File: config.mk
export PLATFORM = sky130hd
export DESIGN_NAME = cdb_arbiter_flat
export DESIGN_NICKNAME = d
export VERILOG_FILES = /design/src/rtl/cdb_arbiter_pkg.sv /design/src/rtl/cdb_arbiter_if.sv /design/src/rtl/cdb_arbiter_rr.sv /design/src/rtl/cdb_arbiter.sv /design/src/flat_wrapper.sv
export SDC_FILE = /design/constraint.sdc
export NUM_CORES = 1
export LEC_CHECK = 0
export CORE_ASPECT_RATIO = 0.75
export CORE_MARGIN = 5
export CORE_UTILIZATION = 34
export CTS_CLUSTER_SIZE = 8
export DETAILED_ROUTE_END_ITERATION = 10
export PLACE_DENSITY_LB_ADDON = 0.12
export SLEW_MARGIN = 10
export SYNTH_ARGS = -nofsm -noshare
export SYNTH_HDL_FRONTEND = slang
export SYNTH_SLANG_ARGS = --single-unit
File: constraint.sdc
create_clock -name clk -period 3.9 [get_ports clk]
set_input_delay 0.78 -clock clk [delete_from_list [all_inputs] [get_ports clk]]
set_output_delay 0.78 -clock clk [all_outputs]
set_load 0.01 [all_outputs]
File: src/rtl/cdb_arbiter_pkg.sv
// Shared back-end types for the common-data-bus arbiter.
// Holds the ROB/physical-register address and data types and the CDB
// result packet. The request array and the broadcast register both use
// this packet.
package cdb_arbiter_pkg;

  localparam int unsigned ROB_ADDR_W    = 5;
  localparam int unsigned PHY_RF_ADDR_W = 6;
  localparam int unsigned PHY_RF_DATA_W = 32;

  typedef logic [ROB_ADDR_W-1:0]    rob_addr_t;
  typedef logic [PHY_RF_ADDR_W-1:0] phy_rf_addr_t;
  typedef logic [PHY_RF_DATA_W-1:0] phy_rf_data_t;

  typedef struct packed {
    rob_addr_t    rob_addr;
    phy_rf_addr_t phy_addr;
    phy_rf_data_t data;
    logic         wr_rf;
  } cdb_pkt_t;

endpackage

File: src/rtl/cdb_arbiter_if.sv
// Result-request bus between the functional units and the CDB arbiter.
// Signals:
//   req_valid    : result pending, one bit per unit
//   req_ready    : one-hot grant back to the units
//   req_rob_addr : ROB entry of each pending result
//   req_phy_addr : destination physical register
//   req_data     : result value
//   req_wr_rf    : result writes the register file
// Modports:
//   master : functional-unit side (drives valid and payload)
//   slave  : arbiter side (drives ready)
interface cdb_arbiter_if #(
  parameter int unsigned N_REQ = 4
);
  import cdb_arbiter_pkg::*;

  logic [N_REQ-1:0] req_valid;
  logic [N_REQ-1:0] req_ready;
  rob_addr_t        req_rob_addr [N_REQ];
  phy_rf_addr_t     req_phy_addr [N_REQ];
  phy_rf_data_t     req_data     [N_REQ];
  logic [N_REQ-1:0] req_wr_rf;

  modport master (
    output req_valid, req_rob_addr, req_phy_addr, req_data, req_wr_rf,
    input  req_ready
  );

  modport slave (
    input  req_valid, req_rob_addr, req_phy_addr, req_data, req_wr_rf,
    output req_ready
  );

endinterface

File: src/rtl/cdb_arbiter_rr.sv
// Combinational round-robin arbiter.
// Scans req starting at index ptr and wrapping modulo N. The first set bit
// wins. Nothing is granted while en is low.
// Ports:
//   req   : request vector
//   ptr   : highest-priority index for this cycle (must be < N)
//   en    : grant enable
//   grant : one-hot grant (all zero when nothing wins)
//   idx   : binary index of the granted requester (0 when none)
module rr_arbiter #(
  parameter int unsigned N    = 4,
  parameter int unsigned ID_W = $clog2(N)
) (
  input  logic [N-1:0]    req,
  input  logic [ID_W-1:0] ptr,
  input  logic            en,
  output logic [N-1:0]    grant,
  output logic [ID_W-1:0] idx
);

  logic [ID_W-1:0] cand;
  logic            hit;

  always_comb begin
    grant = '0;
    idx   = '0;
    cand  = '0;
    hit   = 1'b0;
    for (int unsigned i = 0; i < N; i++) begin
      cand = ID_W'((32'(ptr) + i) % N);
      if (en && !hit && req[cand]) begin
        grant[cand] = 1'b1;
        idx         = cand;
        hit         = 1'b1;
      end
    end
  end

endmodule

File: src/rtl/cdb_arbiter.sv
// Common-data-bus arbiter.
// Shares the single writeback/retire broadcast among N_REQ functional-unit
// result ports using round-robin arbitration. Each accepted result produces
// one registered broadcast, one cycle later, to the ROB, the physical
// register file and the busy table.
// Ports:
//   clk, rst  : clock, asynchronous active-low reset
//   flush     : squash; suppresses grants this cycle
//   req_bus   : result requests (valid/ready plus payload)
//   retire_*  : ROB completion broadcast
//   phy_rf_*  : register-file write port
//   busy_table_* : busy-bit clear
//   grant_id  : index granted last cycle, qualified by retire_en
module cdb_arbiter
  import cdb_arbiter_pkg::*;
#(
  parameter int unsigned N_REQ = 4,
  parameter int unsigned ID_W  = $clog2(N_REQ)
) (
  input  logic                clk,
  input  logic                rst,
  input  logic                flush,
  cdb_arbiter_if.slave        req_bus,
  output logic                retire_en,
  output rob_addr_t           retire_rob_addr,
  output phy_rf_data_t        retire_value,
  output logic                phy_rf_wr_en,
  output phy_rf_addr_t        phy_rf_wr_addr,
  output phy_rf_data_t        phy_rf_wr_data,
  output logic                busy_table_wr_en,
  output phy_rf_addr_t        busy_table_wr_addr,
  output logic                busy_table_wr_data,
  output logic [ID_W-1:0]     grant_id
);

  logic [ID_W-1:0]  ptr;
  logic [N_REQ-1:0] grant;
  logic [ID_W-1:0]  gidx;
  logic             granted;
  logic             arb_en;
  cdb_pkt_t         pkt [N_REQ];

  cdb_pkt_t         out_pkt;
  logic             out_en;
  logic [ID_W-1:0]  out_id;

  always_comb begin
    for (int unsigned i = 0; i < N_REQ; i++) begin
      pkt[i].rob_addr = req_bus.req_rob_addr[i];
      pkt[i].phy_addr = req_bus.req_phy_addr[i];
      pkt[i].data     = req_bus.req_data[i];
      pkt[i].wr_rf    = req_bus.req_wr_rf[i];
    end
  end

  // rst is also used combinationally so no ready is shown while in reset.
  assign arb_en = rst & ~flush;

  rr_arbiter #(
    .N    (N_REQ),
    .ID_W (ID_W)
  ) u_rr (
    .req   (req_bus.req_valid),
    .ptr   (ptr),
    .en    (arb_en),
    .grant (grant),
    .idx   (gidx)
  );

  assign granted           = |grant;
  assign req_bus.req_ready = grant;

  always_ff @(posedge clk or negedge rst) begin
    if (!rst) begin
      ptr <= '0;
    end else if (granted) begin
      ptr <= (gidx == ID_W'(N_REQ - 1)) ? '0 : gidx + 1'b1;
    end
  end

  // Payload and id hold when idle; only the enable is cleared.
  always_ff @(posedge clk or negedge rst) begin
    if (!rst) begin
      out_en  <= 1'b0;
      out_pkt <= '0;
      out_id  <= '0;
    end else begin
      out_en <= granted;
      if (granted) begin
        out_pkt <= pkt[gidx];
        out_id  <= gidx;
      end
    end
  end

  assign retire_en          = out_en;
  assign retire_rob_addr    = out_pkt.rob_addr;
  assign retire_value       = out_pkt.data;
  assign phy_rf_wr_en       = out_en & out_pkt.wr_rf;
  assign phy_rf_wr_addr     = out_pkt.phy_addr;
  assign phy_rf_wr_data     = out_pkt.data;
  assign busy_table_wr_en   = out_en & out_pkt.wr_rf;
  assign busy_table_wr_addr = out_pkt.phy_addr;
  assign busy_table_wr_data = 1'b0;
  assign grant_id           = out_id;

endmodule

File: src/flat_wrapper.sv
// flat-port wrapper written by rule: the top's interface ports become plain ports
module cdb_arbiter_flat import cdb_arbiter_pkg::*;
#(
  parameter int unsigned N_REQ = 4,
  parameter int unsigned ID_W  = $clog2(N_REQ)
)
  (clk, rst, flush, retire_en, retire_rob_addr, retire_value, phy_rf_wr_en, phy_rf_wr_addr, phy_rf_wr_data, busy_table_wr_en, busy_table_wr_addr, busy_table_wr_data, grant_id, req_bus_req_valid, req_bus_req_rob_addr, req_bus_req_phy_addr, req_bus_req_data, req_bus_req_wr_rf, req_bus_req_ready);
  cdb_arbiter_if #(.N_REQ(N_REQ)) req_bus_i ();
  input  logic clk;
  input  logic rst;
  input  logic flush;
  output logic retire_en;
  output rob_addr_t retire_rob_addr;
  output phy_rf_data_t retire_value;
  output logic phy_rf_wr_en;
  output phy_rf_addr_t phy_rf_wr_addr;
  output phy_rf_data_t phy_rf_wr_data;
  output logic busy_table_wr_en;
  output phy_rf_addr_t busy_table_wr_addr;
  output logic busy_table_wr_data;
  output logic [ID_W-1:0] grant_id;
  input wire logic [$bits(req_bus_i.req_valid)-1:0] req_bus_req_valid;
  input wire logic [$bits(req_bus_i.req_rob_addr)-1:0] req_bus_req_rob_addr;
  input wire logic [$bits(req_bus_i.req_phy_addr)-1:0] req_bus_req_phy_addr;
  input wire logic [$bits(req_bus_i.req_data)-1:0] req_bus_req_data;
  input wire logic [$bits(req_bus_i.req_wr_rf)-1:0] req_bus_req_wr_rf;
  output wire logic [$bits(req_bus_i.req_ready)-1:0] req_bus_req_ready;
  assign req_bus_i.req_valid = req_bus_req_valid;
  assign req_bus_i.req_rob_addr = {>>{req_bus_req_rob_addr}};
  assign req_bus_i.req_phy_addr = {>>{req_bus_req_phy_addr}};
  assign req_bus_i.req_data = {>>{req_bus_req_data}};
  assign req_bus_i.req_wr_rf = req_bus_req_wr_rf;
  assign req_bus_req_ready = req_bus_i.req_ready;
  cdb_arbiter #(.N_REQ(N_REQ), .ID_W(ID_W)) u_core (.clk(clk), .rst(rst), .flush(flush), .req_bus(req_bus_i), .retire_en(retire_en), .retire_rob_addr(retire_rob_addr), .retire_value(retire_value), .phy_rf_wr_en(phy_rf_wr_en), .phy_rf_wr_addr(phy_rf_wr_addr), .phy_rf_wr_data(phy_rf_wr_data), .busy_table_wr_en(busy_table_wr_en), .busy_table_wr_addr(busy_table_wr_addr), .busy_table_wr_data(busy_table_wr_data), .grant_id(grant_id));
endmodule
# Yosys cells after proc, flatten, opt, wreduce, memory -nomap -nowiden
# Index checks and enable logic that the tools add are counted.
# totals
regBits	49
input_bits	183
output_inout_bits	91
elab_cells	74
# op_classes
n_addsub	4
magnitude_cmp	9
eq_ne	1
n_mux	31
bitwise	7
reduce_logical	15
# op_table
operator	count
$bmux W44 S2	1
$mux W44	2
$mux W4	4
$lt A2 B3 Y1 const B	4
$or A4 B4 Y4	3
$logic_and A1 B1 Y1	11
$mux W1	11
$mux W2	5
$bmux W1 S2	4
$demux W1 S2	4
$ge A2 B1 Y1 const B	4
$add A2 B1 Y2 const B	2
$add A2 B2 Y2 const B	2
$reduce_or A4 Y1	1
$ge A3 B3 Y1 const B	1
$logic_not A1 Y1	3
$not A2 Y3	1
$and A1 B1 Y1	2
$eq A2 B2 Y1 const B	1
$not A1 Y1	1

# Logic depth before layout (Yosys ltp)
# Gate-level depths: netlist (run 1).
# logic_depth
word_depth	20
mapped_depth	12

# Cells and area by module
# A second synthesis (run 1) with hierarchy kept.
# hier_totals
hier_cells	318
area_unflattened_um2	4105.2
# modules_own_cells
mod	n_inst	cells_per_inst	area_each_um2	seq_area_each_um2
cdb_arbiter	1	246	3549.7	1226.2
rr_arbiter	1	72	555.5	0.0

# Least setup slack after synthesis (run 1)
# No wires, ideal clock.
# synth_path
path_type	register -> register
from	register u_core.ptr[1]
to	register u_core.out_pkt, in the netlist u_core.retire_rob_addr[0]
setup_ns	0.125
t_arrival_ns	3.104
required_time_ns	3.775
setup_slack_ns	0.670
path_stages_with_launch	11
path_buffers	3
synth_period_minus_slack_ns	3.230
cell_sequence	dfrtp_1 > buf_2 > inv_1 > ha_1 > mux4_2 > nand2b_1 > a32oi_1 > buf_4 > buf_2 > mux4_2 > mux2_4
# synth_between
elab_chain_len	20
word_cells_on_any_way	60
classes_between	add/sub: 3; order compare: 8; mux: 30; bitwise: 4; reduce/logical: 15
# synth_lines
element	line	source
from (decl)	cdb_arbiter.sv:36	logic [ID_W-1:0] ptr;
from (signal assigned)	cdb_arbiter.sv:77	ptr <= (gidx == ID_W'(N_REQ - 1)) ? '0 : gidx + 1'b1;
branches (longest 20 deep; another with $lt A2 B3 Y1)	--	
to (signal assigned)	cdb_arbiter.sv:90	out_pkt <= pkt[gidx];
to (decl)	cdb_arbiter.sv:43	cdb_pkt_t out_pkt;
# Parallel ways; which one is timed is not known. The select of a mux whose other input is x is not followed.
# A chain may end at the register's enable or synchronous reset.

# Worst setup path in the final report (run 1)
# layout_path
from	input req_bus_req_valid[2]
to	output req_bus_req_ready[0]
# layout_between
elab_chain_len	16
word_cells_on_any_way	28
classes_between	mux: 15; bitwise: 3; reduce/logical: 10
# layout_lines
element	line	source
from (decl)	flat_wrapper.sv:22	input wire logic [$bits(req_bus_i.req_valid)-1:0] req_bus_req_valid;
$bmux W1 S2	cdb_arbiter_rr.sv:31	if (en && !hit && req[cand]) begin
$mux W1 (implied by the code)	cdb_arbiter_rr.sv:31	
$logic_and A1 B1 Y1	cdb_arbiter_rr.sv:31	
$mux W1	cdb_arbiter_rr.sv:31	
$logic_not A1 Y1	cdb_arbiter_rr.sv:31	
$logic_and A1 B1 Y1 (2 in a row)	cdb_arbiter_rr.sv:31	
$mux W1	cdb_arbiter_rr.sv:31	
$logic_not A1 Y1	cdb_arbiter_rr.sv:31	
$logic_and A1 B1 Y1 (2 in a row)	cdb_arbiter_rr.sv:31	
$mux W1	cdb_arbiter_rr.sv:31	
$logic_not A1 Y1	cdb_arbiter_rr.sv:31	
$logic_and A1 B1 Y1 (2 in a row)	cdb_arbiter_rr.sv:31	
$mux W4 (*)	cdb_arbiter_rr.sv:31	
to (decl)	flat_wrapper.sv:27	output wire logic [$bits(req_bus_i.req_ready)-1:0] req_bus_req_ready;
# Every way passes the cells marked *; elsewhere a longest branch is shown, timed or not. The select of a mux whose other input is x is not followed.

==> impl_metrics.json, run 1 <==
{
  "drt-total-wl_um": 12700,
  "fp.dieW_um": 137.2,
  "synth_area_sq_um": 4129,
  "grt_max_degree": 40,
  "setup-violations-final": 0,
  "portBuffers": 272,
  "synth_edf_count": 0,
  "timing.rr.end": "u_core.phy_rf_wr_data[16]",
  "register_area_sq_um": 1226,
  "fp.coreArea_sq_um": 11740,
  "cts_max_path_buffers": 2,
  "final_core_util": 0.5677,
  "vias": 3101,
  "hold_viol": 0,
  "htreeDepth": 2,
  "required_ns": 3.12,
  "endpoint_kind": "output pin",
  "grt-ovfl-total": 0,
  "path_class": "input port to output pin",
  "root_buffer": "clkbuf_16",
  "initial_core_util": 0.3517,
  "arrival_ns": 2.99,
  "p_per_area_nw_per_um2": 687.6,
  "drive_above_1_share": 0.2490,
  "multi_input_area_sq_um": 2186,
  "cp-start-kind": "input port",
  "row_count": 34,
  "rsz0062_at_grt": "no",
  "first_pass_iters": 4,
  "status": "completed",
  "min_period_ns": 3.771,
  "rr_worst_depth": 12,
  "fin_crit_sh": 0.9670,
  "post-route-drc-count": 0,
  "dp.cells": 651,
  "synth-async-reset-ratio": 1.000,
  "worstSetupStartpoint": "req_bus_req_valid[2]",
  "first_global_vias": 3418,
  "synth-seq-area-share": 0.2970,
  "antenna_left": 0,
  "slew_headroom": 0.6516,
  "clk_pin_slew_ns": 0.06,
  "cts_buffers": 5,
  "max_clock_freq_mhz": 265.2,
  "grt_usage": 0.1674,
  "setup_tns_ns": 0,
  "fp.dieArea_sq_um": 14470,
  "r2r_slack_ns": 0.85,
  "syn_avg_cell_area_sq_um": 13.76,
  "fill_cells": 975,
  "cts_hold_buf": 0,
  "drv_cap": 0,
  "nNetsFinal": 688,
  "n_antenna_cell": 0,
  "worstMarginPinSlew_ns": 0.5226,
  "cts_sinks": 49,
  "syn_to_final_growth_pct": 61.42,
  "p_leak_nw": 2.635,
  "critPathMaxFanout": 6,
  "yosysWarnings": 0,
  "io_pins": 274,
  "insertion_delay_ns": 0.28,
  "vias_per_cell": 4.698,
  "final_cells": 660,
  "ys_types": 31,
  "cts_tree": "done",
  "synth_seq_cells": 49,
  "dp_hpwl_um": 10580,
  "grt_antenna_before_repair": 0,
  "peakVddDrop_v": 0.0003571,
  "wl_per_cell_um": 19.24,
  "grt_pass1_wl_um": 19030,
  "ys.flop_type": "dfrtp_1",
  "die_h_um": 105.4,
  "syn_inst": 300,
  "r2r_start": "u_core.ptr[1]",
  "syn-num-nets": 491,
  "fin_skew_ns": 0.005179,
  "hold_path.class": "input port to asynchronous set/reset pin",
  "drt_iter0_markers": 130,
  "place.gp.congestion": 0.7822,
  "finalMaxSlewViolations": 0
}
==> critical path: stages <==
cell and delay (ns):
clkdlybuf4s50_1 0.49, mux4_2 0.50, nand2b_1 0.20, nor3_2 0.23
a221o_1 0.25, clkdlybuf4s50_1 0.55
==> layer usage <==
metal,up-vias,share of wire,global-route usage
met2,166,0.50,0.2985
met4,0,0.0076,0.02350
met5,-,0,0
met1,1502,0.38,0.1952
met3,6,0.11,0.06429
li1,1427,-,-
==> flip-flops by register name, indices dropped and copies added, names as in the netlist <==
register                   cells
u_core.out_pkt                 1
u_core.grant_id                2
u_core.busy_table_wr_addr      6
u_core.retire_rob_addr         5
u_core.phy_rf_wr_data         32
u_core.ptr                     2
u_core.retire_en               1
==> kinds of logic after synthesis <==
family | Yosys count | share of synthesized area
DFF | 49 | 0.2970
AOI/OAI and AO/OA | 15 | 0.02697
adders and majority gates | 8 | 0.02424
buffers and inverters | 102 | 0.1821
muxes | 98 | 0.4285
and+or+nand+nor | 26 | 0.03818
xor gates and xnor gates | 1 | 0.002122
other | 1 | 0.0009082
==> synthesized netlist by cell type (all sizes together), types with 2 or more instances <==
cell    number  area [sq um]
a21oi        5         25.02
a221o        4         40.04
buf         98         734.4
dfrtp       49          1226
ha           8         100.1
inv          4         17.52
mux2        46         660.6
mux2i        5         50.05
mux4        47          1059
nand2        8         30.03
nand2b       4         25.02
nand3b       4         30.03
nor2         3         11.26
o21ai        2         10.01
==> power breakdown <==
| part | switching (W) | internal (W) | total (W) |
|---|---|---|---|
| Clock | 0.000179 | 0.000272 | 0.000451 |
| Sequential | 0.000203 | 0.000784 | 0.000987 |
| Combinational | 0.00117 | 0.00197 | 0.00314 |
| Total | 0.00156 | 0.00303 | 0.00458 |
==> how the worst max path moves through the flow <==
stage	end	depth (start not counted)	slack [ns]
after floorplan	u_core.retire_rob_addr[0]	10	0.67
after global placement	req_bus_req_ready[3]	6	0.09
after detailed placement	req_bus_req_ready[0]	6	0.006
after CTS	req_bus_req_ready[0]	6	0.002
after global routing	req_bus_req_ready[0]	6	0.009
final	req_bus_req_ready[0]	6	0.13
==> placed cells by master (no fill, tap or decap), types with 2 or more instances in the layout <==
master and instances:
a21oi_1 5, a221o_1 4, buf_12 3, buf_4 13, clkbuf_16 5, clkbuf_8 2, clkdlybuf4s50_1 271, dfrtp_1 49
ha_1 8, inv_1 3, mux2_2 8, mux2_4 38, mux2i_1 5, mux4_2 47, nand2_1 8, nand2b_1 4
nand3b_1 4, nor2_1 2, o21ai_0 2
==> final cells by class <==
type	instances	share of cell area
clock inverters	1	0.0007509
inverters	4	0.002628
repair buffers	288	0.4314
flip-flops and latches	49	0.1840
clock buffers	7	0.02290
multi-input cells	149	0.3280
well taps	162	0.03041
==> per-stage QoR <==
step	power, W	cell area (sq um)	hold WS [ns]	setup slack [ns]
floorplan	0.003302	4129	0.4734	0.6704
global placement	0.004150	6492	0.4919	0.09026
detailed placement	0.004175	6492	0.4924	0.005832
CTS	0.004647	6650	0.3882	0.001517
global route	0.004872	6665	0.3974	0.009258
finish	0.004583	6665	0.3817	0.1287
==> timing repair <==
action	4_1_cts	5_1_grt
buffers inserted	0	1
resized for setup	0	2
endpoints found under the setup margin	0	4
No activity file was read; power rests on OpenSTA's default activity.
==> run 2, diff against run 1 <==
- CELL_PAD_IN_SITES_DETAIL_PLACEMENT: default -> 0
- CELL_PAD_IN_SITES_GLOBAL_PLACEMENT: default -> 2
- CORE_UTILIZATION: 34 -> 22
==> run 2 against run 1 <==
Power increased by 1.7%. First-iteration DRC count decreased by 48%. Cell count rose by 13%. Design area up 2.0%. Clock skew hardly changed. Core utilization shrank 20 points. Critical path type unchanged. Largest power group unchanged. Highest routed layer is now met5.
==> impl_metrics.json, run 2 (synthesis results as in run 1) <==
{
  "status": "completed",
  "post-route-drc-count": 0,
  "hold-path-endpoint": "u_core.out_pkt[0]",
  "grt_pass1_wl_um": 21320,
  "largest_register_ffs": 32,
  "cts_tree": "done",
  "antenna_left": 0,
  "hold_viol": 0,
  "arrival_ns": 2.99,
  "r2r_slack_ns": 0.79,
  "mostFrequentLayoutCells": "clkdlybuf4s50_1 (269), dfrtp_1 (49), mux4_2 (47)",
  "worstMarginPinSlew_ns": 0.6787,
  "fill_cells": 1796,
  "drt-total-wl_um": 14450,
  "required_ns": 3.12,
  "hp-start": "u_core.out_pkt[0]",
  "min_period_ns": 3.768,
  "setup-violations-final": 0,
  "cts_buffers": 5,
  "io_pins": 274,
  "finalMaxSlewViolations": 0,
  "p_per_area_nw_per_um2": 685.5,
  "nNetsFinal": 689,
  "drive_above_1_share": 0.2505,
  "dp_hpwl_um": 11600,
  "postLayoutCellArea_sq_um": 6797,
  "n_antenna_cell": 0,
  "slew_headroom": 0.5476,
  "endpoint_kind": "output pin",
  "whs_ns": 0.5197,
  "first_global_vias": 3631,
  "hold_path.class": "flip-flop to flip-flop",
  "drv_cap": 0,
  "cts_sinks": 49,
  "htreeDepth": 2,
  "grt_antenna_before_repair": 1,
  "die_h_um": 128.6,
  "p_leak_nw": 2.666,
  "vias_per_cell": 4.287,
  "setup_tns_ns": 0,
  "dpl-instance-area_sq_um": 6611,
  "drt_iter0_markers": 68,
  "vias": 3198,
  "fp.coreArea_sq_um": 18450,
  "final_common_cell": "clkdlybuf4s50_1",
  "critPathMaxFanout": 10,
  "portBuffers": 272,
  "initial_core_util": 0.2237,
  "fp.dieArea_sq_um": 21640,
  "cts_max_path_buffers": 2,
  "hold_depth": 1,
  "multi_input_area_sq_um": 2186,
  "rr_worst_depth": 9,
  "insertion_delay_ns": 0.29,
  "fp.dieW_um": 168.2,
  "place.gp.congestion": 0.7749,
  "cts_hold_buf": 0,
  "peakVddDrop_v": 0.0002553,
  "grt_usage": 0.1285,
  "max_clock_freq_mhz": 265.4,
  "root_buffer": "clkbuf_16",
  "wl_per_cell_um": 19.38,
  "grt_max_degree": 51,
  "first_pass_iters": 4,
  "clk_pin_slew_ns": 0.07,
  "fin_crit_sh": 0.9662,
  "path_class": "input port to output pin",
  "rsz0062_at_grt": "no",
  "r2r_start": "u_core.ptr[0]",
  "grt-ovfl-total": 0,
  "register_area_sq_um": 1226,
  "cp-start-kind": "input port",
  "row_count": 43,
  "timing.rr.end": "u_core.phy_rf_wr_data[20]",
  "syn_to_final_growth_pct": 64.61,
  "fin_skew_ns": 0.005146
}
==> run 2: cell count changes in the layout (fill, tap and decap cells not counted) <==
cell and delta:
clkdlybuf4s50_1 -2, dlymetal6s2s_1 +2, buf_12 +1, nor3_1 +1, nor3_2 -1, nor3b_1 -1, nor3b_2 +1
==> run 2: stage by stage <==
stage,cells,total power [W],worst slack [ns],util
5_1_grt,746,0.004972,0.01693,0.3683
3_3_place_gp,736,0.004243,0.08731,0.3583
2_1_floorplan,300,0.003302,0.6704,-
6_report,746,0.004659,0.1318,0.3683
4_1_cts,744,0.004751,0.004271,0.3668
3_5_place_dp,736,0.004250,0.008108,0.3583
==> run 2: how the worst max path moves through the flow <==
stage / endpoint / cells past startpoint / startpoint / slack (ns)
floorplan: u_core.retire_rob_addr[0] / 10 / u_core.ptr[1] / 0.67
global placement: req_bus_req_ready[0] / 6 / req_bus_req_valid[2] / 0.09
detailed placement: req_bus_req_ready[0] / 6 / req_bus_req_valid[2] / 0.008
CTS: req_bus_req_ready[0] / 6 / req_bus_req_valid[2] / 0.004
global route: req_bus_req_ready[0] / 7 / req_bus_req_valid[1] / 0.02
finish: req_bus_req_ready[0] / 6 / req_bus_req_valid[1] / 0.13
==> run 2: critical path, stage by stage <==
cell and delay [ns]:
clkdlybuf4s50_1 0.48, mux4_2 0.60, nand3b_1 0.22, a21oi_1 0.20, a221o_1 0.17, clkdlybuf4s50_1 0.54
==> run 2: layer usage <==
metal  vias to the layer above  wire, um  global-route usage
li1                       1427         -                   -
met1                      1548      6058              0.1625
met2                       209      6577              0.2085
met3                        12      1611             0.05313
met4                         2       192             0.02672
met5                         -        13                   0
==> run 2: power breakdown <==
| part | total, W | internal, W | switching [W] |
|---|---|---|---|
| Combinational | 0.00318 | 0.00200 | 0.00118 |
| Clock | 0.000462 | 0.000272 | 0.000190 |
| Sequential | 0.00102 | 0.000783 | 0.000239 |
| Total | 0.00466 | 0.00305 | 0.00161 |
==> run 2: repair_timing <==
item                       4_1_cts  5_1_grt
buffers inserted                 0        2
gates resized for setup          0        4
setup endpoints to repair        0        4
==> run 2: layout make-up <==
class / instances / share of cell area
inverter: 4 / 0.002577
sequential: 49 / 0.1804
timing repair buffer: 289 / 0.4267
clock buffer: 7 / 0.02246
tap: 247 / 0.04547
multi-input combinational: 149 / 0.3216
clock inverter: 1 / 0.0007364
==> run 3, diff against run 2 <==
- GPL_TIMING_DRIVEN: default -> 0
==> run 3 against run 2 <==
Via count is 9.1% higher. Sequential share of layout area is 1.5 points lower. Count of clock-buffer cells in the layout stayed put. Largest power group unchanged. Highest routed layer unchanged. Design area is 9.4% higher. Critical endpoint is now req_bus_req_ready[3]. Worst hold slack worse by 0.081 ns. Clock power is 13% higher. Sequential power hardly changed. Register-to-register slack worse by 0.46 ns.
==> impl_metrics.json, run 3 (synthesis results as in run 1) <==
{
  "vias": 3490,
  "portBuffers": 272,
  "first_global_vias": 3764,
  "cp-endpoint": "req_bus_req_ready[3]",
  "cts_max_path_buffers": 2,
  "p_per_area_nw_per_um2": 722.7,
  "grt_usage": 0.1309,
  "r2r_start": "u_core.ptr[0]",
  "path_class": "input port to output pin",
  "setup-violations-final": 0,
  "drt-total-wl_um": 14900,
  "root_buffer": "clkbuf_16",
  "worstSetupStartpoint": "req_bus_req_valid[3]",
  "nNetsFinal": 777,
  "critPathMostFrequentCell": "clkdlybuf4s50_1",
  "rr_worst_depth": 12,
  "place.gp.congestion": 0.8139,
  "cts_sinks": 49,
  "cts_hold_buf": 0,
  "hold_path.class": "input port to asynchronous set/reset pin",
  "worstMarginPinSlew_ns": 0.6327,
  "drt_iter0_markers": 70,
  "first_pass_iters": 4,
  "final_core_util": 0.4028,
  "cts_buffers": 5,
  "r2r_slack_ns": 0.33,
  "required_ns": 3.12,
  "min_period_ns": 3.839,
  "mostFrequentLayoutCells": "clkdlybuf4s50_1 (267), buf_4 (92), dfrtp_1 (48)",
  "dp.cells": 819,
  "row_count": 43,
  "dpl-instance-area_sq_um": 7158,
  "grt_pass1_wl_um": 21850,
  "grt_antenna_before_repair": 1,
  "fp.dieArea_sq_um": 21640,
  "largest_register_ffs": 32,
  "drive_above_1_share": 0.3629,
  "max_clock_freq_mhz": 260.5,
  "n_antenna_cell": 0,
  "finalMaxSlewViolations": 0,
  "endpoint_kind": "output pin",
  "post-route-drc-count": 0,
  "dp_hpwl_um": 12130,
  "fp.coreArea_sq_um": 18450,
  "multi_input_area_sq_um": 2181,
  "cts_tree": "done",
  "clk_pin_slew_ns": 0.07,
  "fp.dieW_um": 168.2,
  "io_pins": 274,
  "drv_cap": 0,
  "vias_per_cell": 4.185,
  "grt-ovfl-total": 0,
  "p_leak_nw": 3.126,
  "grt_max_degree": 53,
  "critPathTopFamily": "buffers and inverters",
  "arrival_ns": 3.06,
  "peakVddDrop_v": 0.0002944,
  "max_stage_delay_ns": 0.59,
  "insertion_delay_ns": 0.29,
  "power.total_w": 0.005372,
  "critical_path_buf_inv_count": 2,
  "register_area_sq_um": 1227,
  "antenna_left": 0,
  "die_h_um": 128.6,
  "fin_ws_ns": 0.06147,
  "initial_core_util": 0.2237,
  "final_common_cell": "clkdlybuf4s50_1",
  "syn_to_final_growth_pct": 80.03,
  "htreeDepth": 2,
  "hold_viol": 0,
  "slew_headroom": 0.5782,
  "critPathMaxFanout": 6,
  "timing.rr.end": "u_core.phy_rf_wr_data[8]",
  "wl_per_cell_um": 17.87,
  "crit_cells": 6,
  "fin_crit_sh": 0.9842,
  "status": "completed",
  "postLayoutCellArea_sq_um": 7433,
  "dp_slack_ns": -0.3377,
  "fin_skew_ns": 0.009571,
  "cp-start-kind": "input port",
  "final_cells": 834,
  "path_cells": "clkdlybuf4s50_1, mux4_2, nand2b_1, nor2_4, a221o_1, clkdlybuf4s50_1",
  "critPathSlowestCell": "mux4_2",
  "fill_cells": 1763
}
==> run 3: cell types whose count changed in the layout (fill, tap and decap cells not counted), sizes merged <==
cell | before | now
clkinv | 1 | 0
clkdlybuf4s50 | 269 | 267
bufinv | 0 | 1
clkbuf | 7 | 9
dlymetal6s2s | 2 | 4
buf | 18 | 104
==> run 3: worst min-delay path by stage <==
stage | endpoint
floorplan | u_core.out_pkt[0]
global placement | u_core.grant_id[1]
detailed placement | u_core.out_pkt[0]
CTS | u_core.retire_rob_addr[4]
global route | u_core.phy_rf_wr_data[20]
finish | u_core.phy_rf_wr_data[19]
==> run 3: area by class of cell <==
| cell class | count | share of cell area |
|---|---|---|
| flip-flops and latches | 49 | 0.1651 |
| plain buffers | 98 | 0.09948 |
| inverters | 4 | 0.002357 |
| well taps | 247 | 0.04158 |
| clock inverters | 1 | 0.004040 |
| clock buffers | 7 | 0.01919 |
| repair buffers | 279 | 0.3749 |
| multi-input cells | 149 | 0.2934 |
==> run 3: report_power, final <==
group	switching [W]	internal, W	total, W
logic	0.00136	0.00250	0.00386
registers	0.000209	0.000785	0.000994
clock network	0.000200	0.000321	0.000521
total	0.00177	0.00360	0.00537
==> run 3: what timing repair did <==
action | CTS | global route
resized for setup | 3 | 11
setup buffers | 2 | 5
pin swaps | 1 | 3
endpoints found under the setup margin | 8 | 14
==> run 3: stage by stage <==
stage	TNS, ns	hold slack [ns]
finish	0	0.4384
global route	-0.01709	0.4709
CTS	0	0.5152
detailed placement	-11.72	0.4887
global placement	-105.27	0.4934
floorplan	0	0.4734
==> run 3: metal layers <==
layer / GRT usage / vias to the layer above / wire [um] / part of all wire
met5: 0 / - / 13 / 0.00087
met4: 0.02767 / 2 / 193 / 0.013
met3: 0.05375 / 14 / 1624 / 0.11
met2: 0.2205 / 206 / 6944 / 0.47
met1: 0.1591 / 1662 / 6127 / 0.41
li1: - / 1606 / - / -
==> patch (settings of run 1) <==
`PHY_RF_ADDR_W`: 6 -> 4.
--- a/src/rtl/cdb_arbiter_pkg.sv
+++ b/src/rtl/cdb_arbiter_pkg.sv
@@ -5,7 +5,7 @@
 package cdb_arbiter_pkg;
 
   localparam int unsigned ROB_ADDR_W    = 5;
-  localparam int unsigned PHY_RF_ADDR_W = 6;
+  localparam int unsigned PHY_RF_ADDR_W = 4;
   localparam int unsigned PHY_RF_DATA_W = 32;
 
   typedef logic [ROB_ADDR_W-1:0]    rob_addr_t;
Interface: changed (resized busy_table_wr_addr, phy_rf_wr_addr and req_bus_req_phy_addr); port bits go from 274 to 262. The function was not compared with the original's and may differ.
==> patch against run 1 <==
  * Non-clock buffer count shrank 13
  * Cell area shrank 3.7%
  * Clock skew shrank 0.0014 ns
  * Sequential cell count shrank 2
  * Count of clock-buffer cells in the layout is the same
  * Wire length shrank 3.9%
  * Critical path depth grew 1
  * First-iteration DRC count shrank 36%
  * Hold slack gained 0.13 ns
  * Setup slack lost 0.033 ns
  * Sequential power shrank 1%
  * Area after synthesis shrank 3.8%
  * Total power shrank 3.5%
  * Largest cell class unchanged
  * Largest power group unchanged
  * Highest routed layer unchanged
==> patch: results (changes against run 1) <==
stage,metric,value,unit,change
status,outcome,"complete, no violations",,
logic_synthesis,synthesized flop and latch total,47,,-4.1%
setup_path,critical path launch point,req_bus_req_valid[3],,
logic_synthesis,Synth area leaders,"dfrtp_1 30%, mux4_2 26%, buf_4 15%",,
logic_synthesis,Syn Nets,473,,-3.7%
drt,vias per cell,4.83,,+2.8%
placed_design,"Cell Area, Placed",6280,sq um,-3.3%
setup_path,worst r2r src,u_core.ptr[0]$_DFFE_PN0P_,,
power,P_seq,0.000973,W,-1%
cells_and_area,non-clk buf share,43.2,%,about the same
sta,hold slack,0.513,ns,+0.131 ns
drt,starting DRC count in detailed routing,83,,-36%
sta,Worst Tran Pin Value,0.609,ns,+0.0862 ns
drt,DRT Pass-1 Iters,5,,+1
cells_and_area,area delta synth->final,61.7,%,
cells_and_area,final design utilization,55.7,%,-1.1 points
power,Power Combinational,0.00304,W,-3%
logic_synthesis,post-synthesis xor/xnor area fraction,0.221,%,+0.0084 points
worst_hold_path,HP Class,reg -> reg,,
setup_path,Reg2Reg Setup Slack,0.60,ns,-0.25 ns
setup_path,Crit path largest cell delay,0.57,ns,+0.02 ns
placed_design,IO Port Bufs,260,,-4.4%
power,part of the power in registers,22.0,%,+0.5 points
cells_and_area,fraction of area in multi-input gates,32.9,%,+0.12 points
logic_synthesis,"Avg Cell Area, Syn",13.7,sq um,-0.50%
global_routing,gr usage total,17.1,%,+0.33 points
cells_and_area,nets,661,,-3.9%
power,Internal,0.00292,W,-3.5%
power,Peak supply drop,0.265,mV,-26%
cells_and_area,multi-input gates,145,,-2.7%
sta,Max Fclk,263,MHz,-0.88%
setup_path,Critical Path Sink,req_bus_req_ready[1],,
sta,Worst Skew,0.00374,ns,-0.00144 ns
cells_and_area,clk cell area share,2.14,%,-0.22 points
drt,Routed Wire Length,12200,microns,-3.9%
cells_and_area,multi-input logic area,2110,sq um,-3.3%
global_routing,largest net degree at the start of global routing,48,,+20%
logic_synthesis,commonest cells in the netlist,"79 x buf_4, 47 x dfrtp_1, 45 x mux4_2",,
power,P_leak,2.54,nW,-3.8%
global_routing,vias in the first global route,3489,,+2.1%
cells_and_area,share of layout cells above drive strength 1,24.4,%,-0.47 points
drt,WL per Instance,19.0,microns,-1.1%
placed_design,Place WS,0.0623,ns,+0.0565 ns
placed_design,placed cells,633,,-2.8%
setup_path,FF-to-FF path depth,10,,-2
logic_synthesis,mux cell area share after synthesis,42.8,%,about the same
cells_and_area,Buffers excl. clock,275,,-4.5%
setup_path,Worst Path Arrival,3.02,ns,+0.03 ns
logic_synthesis,compound-cell area share of the yosys netlist,2.68,%,-0.019 points
patch: changes by cell type in the layout (fill, tap and decap cells not counted), moves of 2 or more:
cell	delta
dfrtp_1	-3
buf_4	-3
clkbuf_1	+2
clkdlybuf4s50_1	-12
clkbuf_8	-2
buf_12	+2
mux2_2	-2
mux4_2	-2
patch: worst register-to-register path: cells and delay by family (launching register included):
kind	cells	cell delay, ns
multiplexers	3	1.00
buffers and inverters	3	0.65
flip-flops	1	0.49
adder cells (fa/ha/maj)	1	0.39
AND/OR/NAND/NOR	1	0.34
AO/OA/AOI/OAI	2	0.31
patch: routing by layer:
layer / up-vias / share of wire (%) / wire (microns) / global-route usage (%)
met1: 1511 / 36 / 4400 / 19.0
li1: 1375 / - / - / -
met3: 14 / 12 / 1420 / 6.73
met4: 0 / 1.9 / 232 / 3.85
met2: 195 / 50 / 6150 / 30.7
met5: - / 0 / 0 / 0
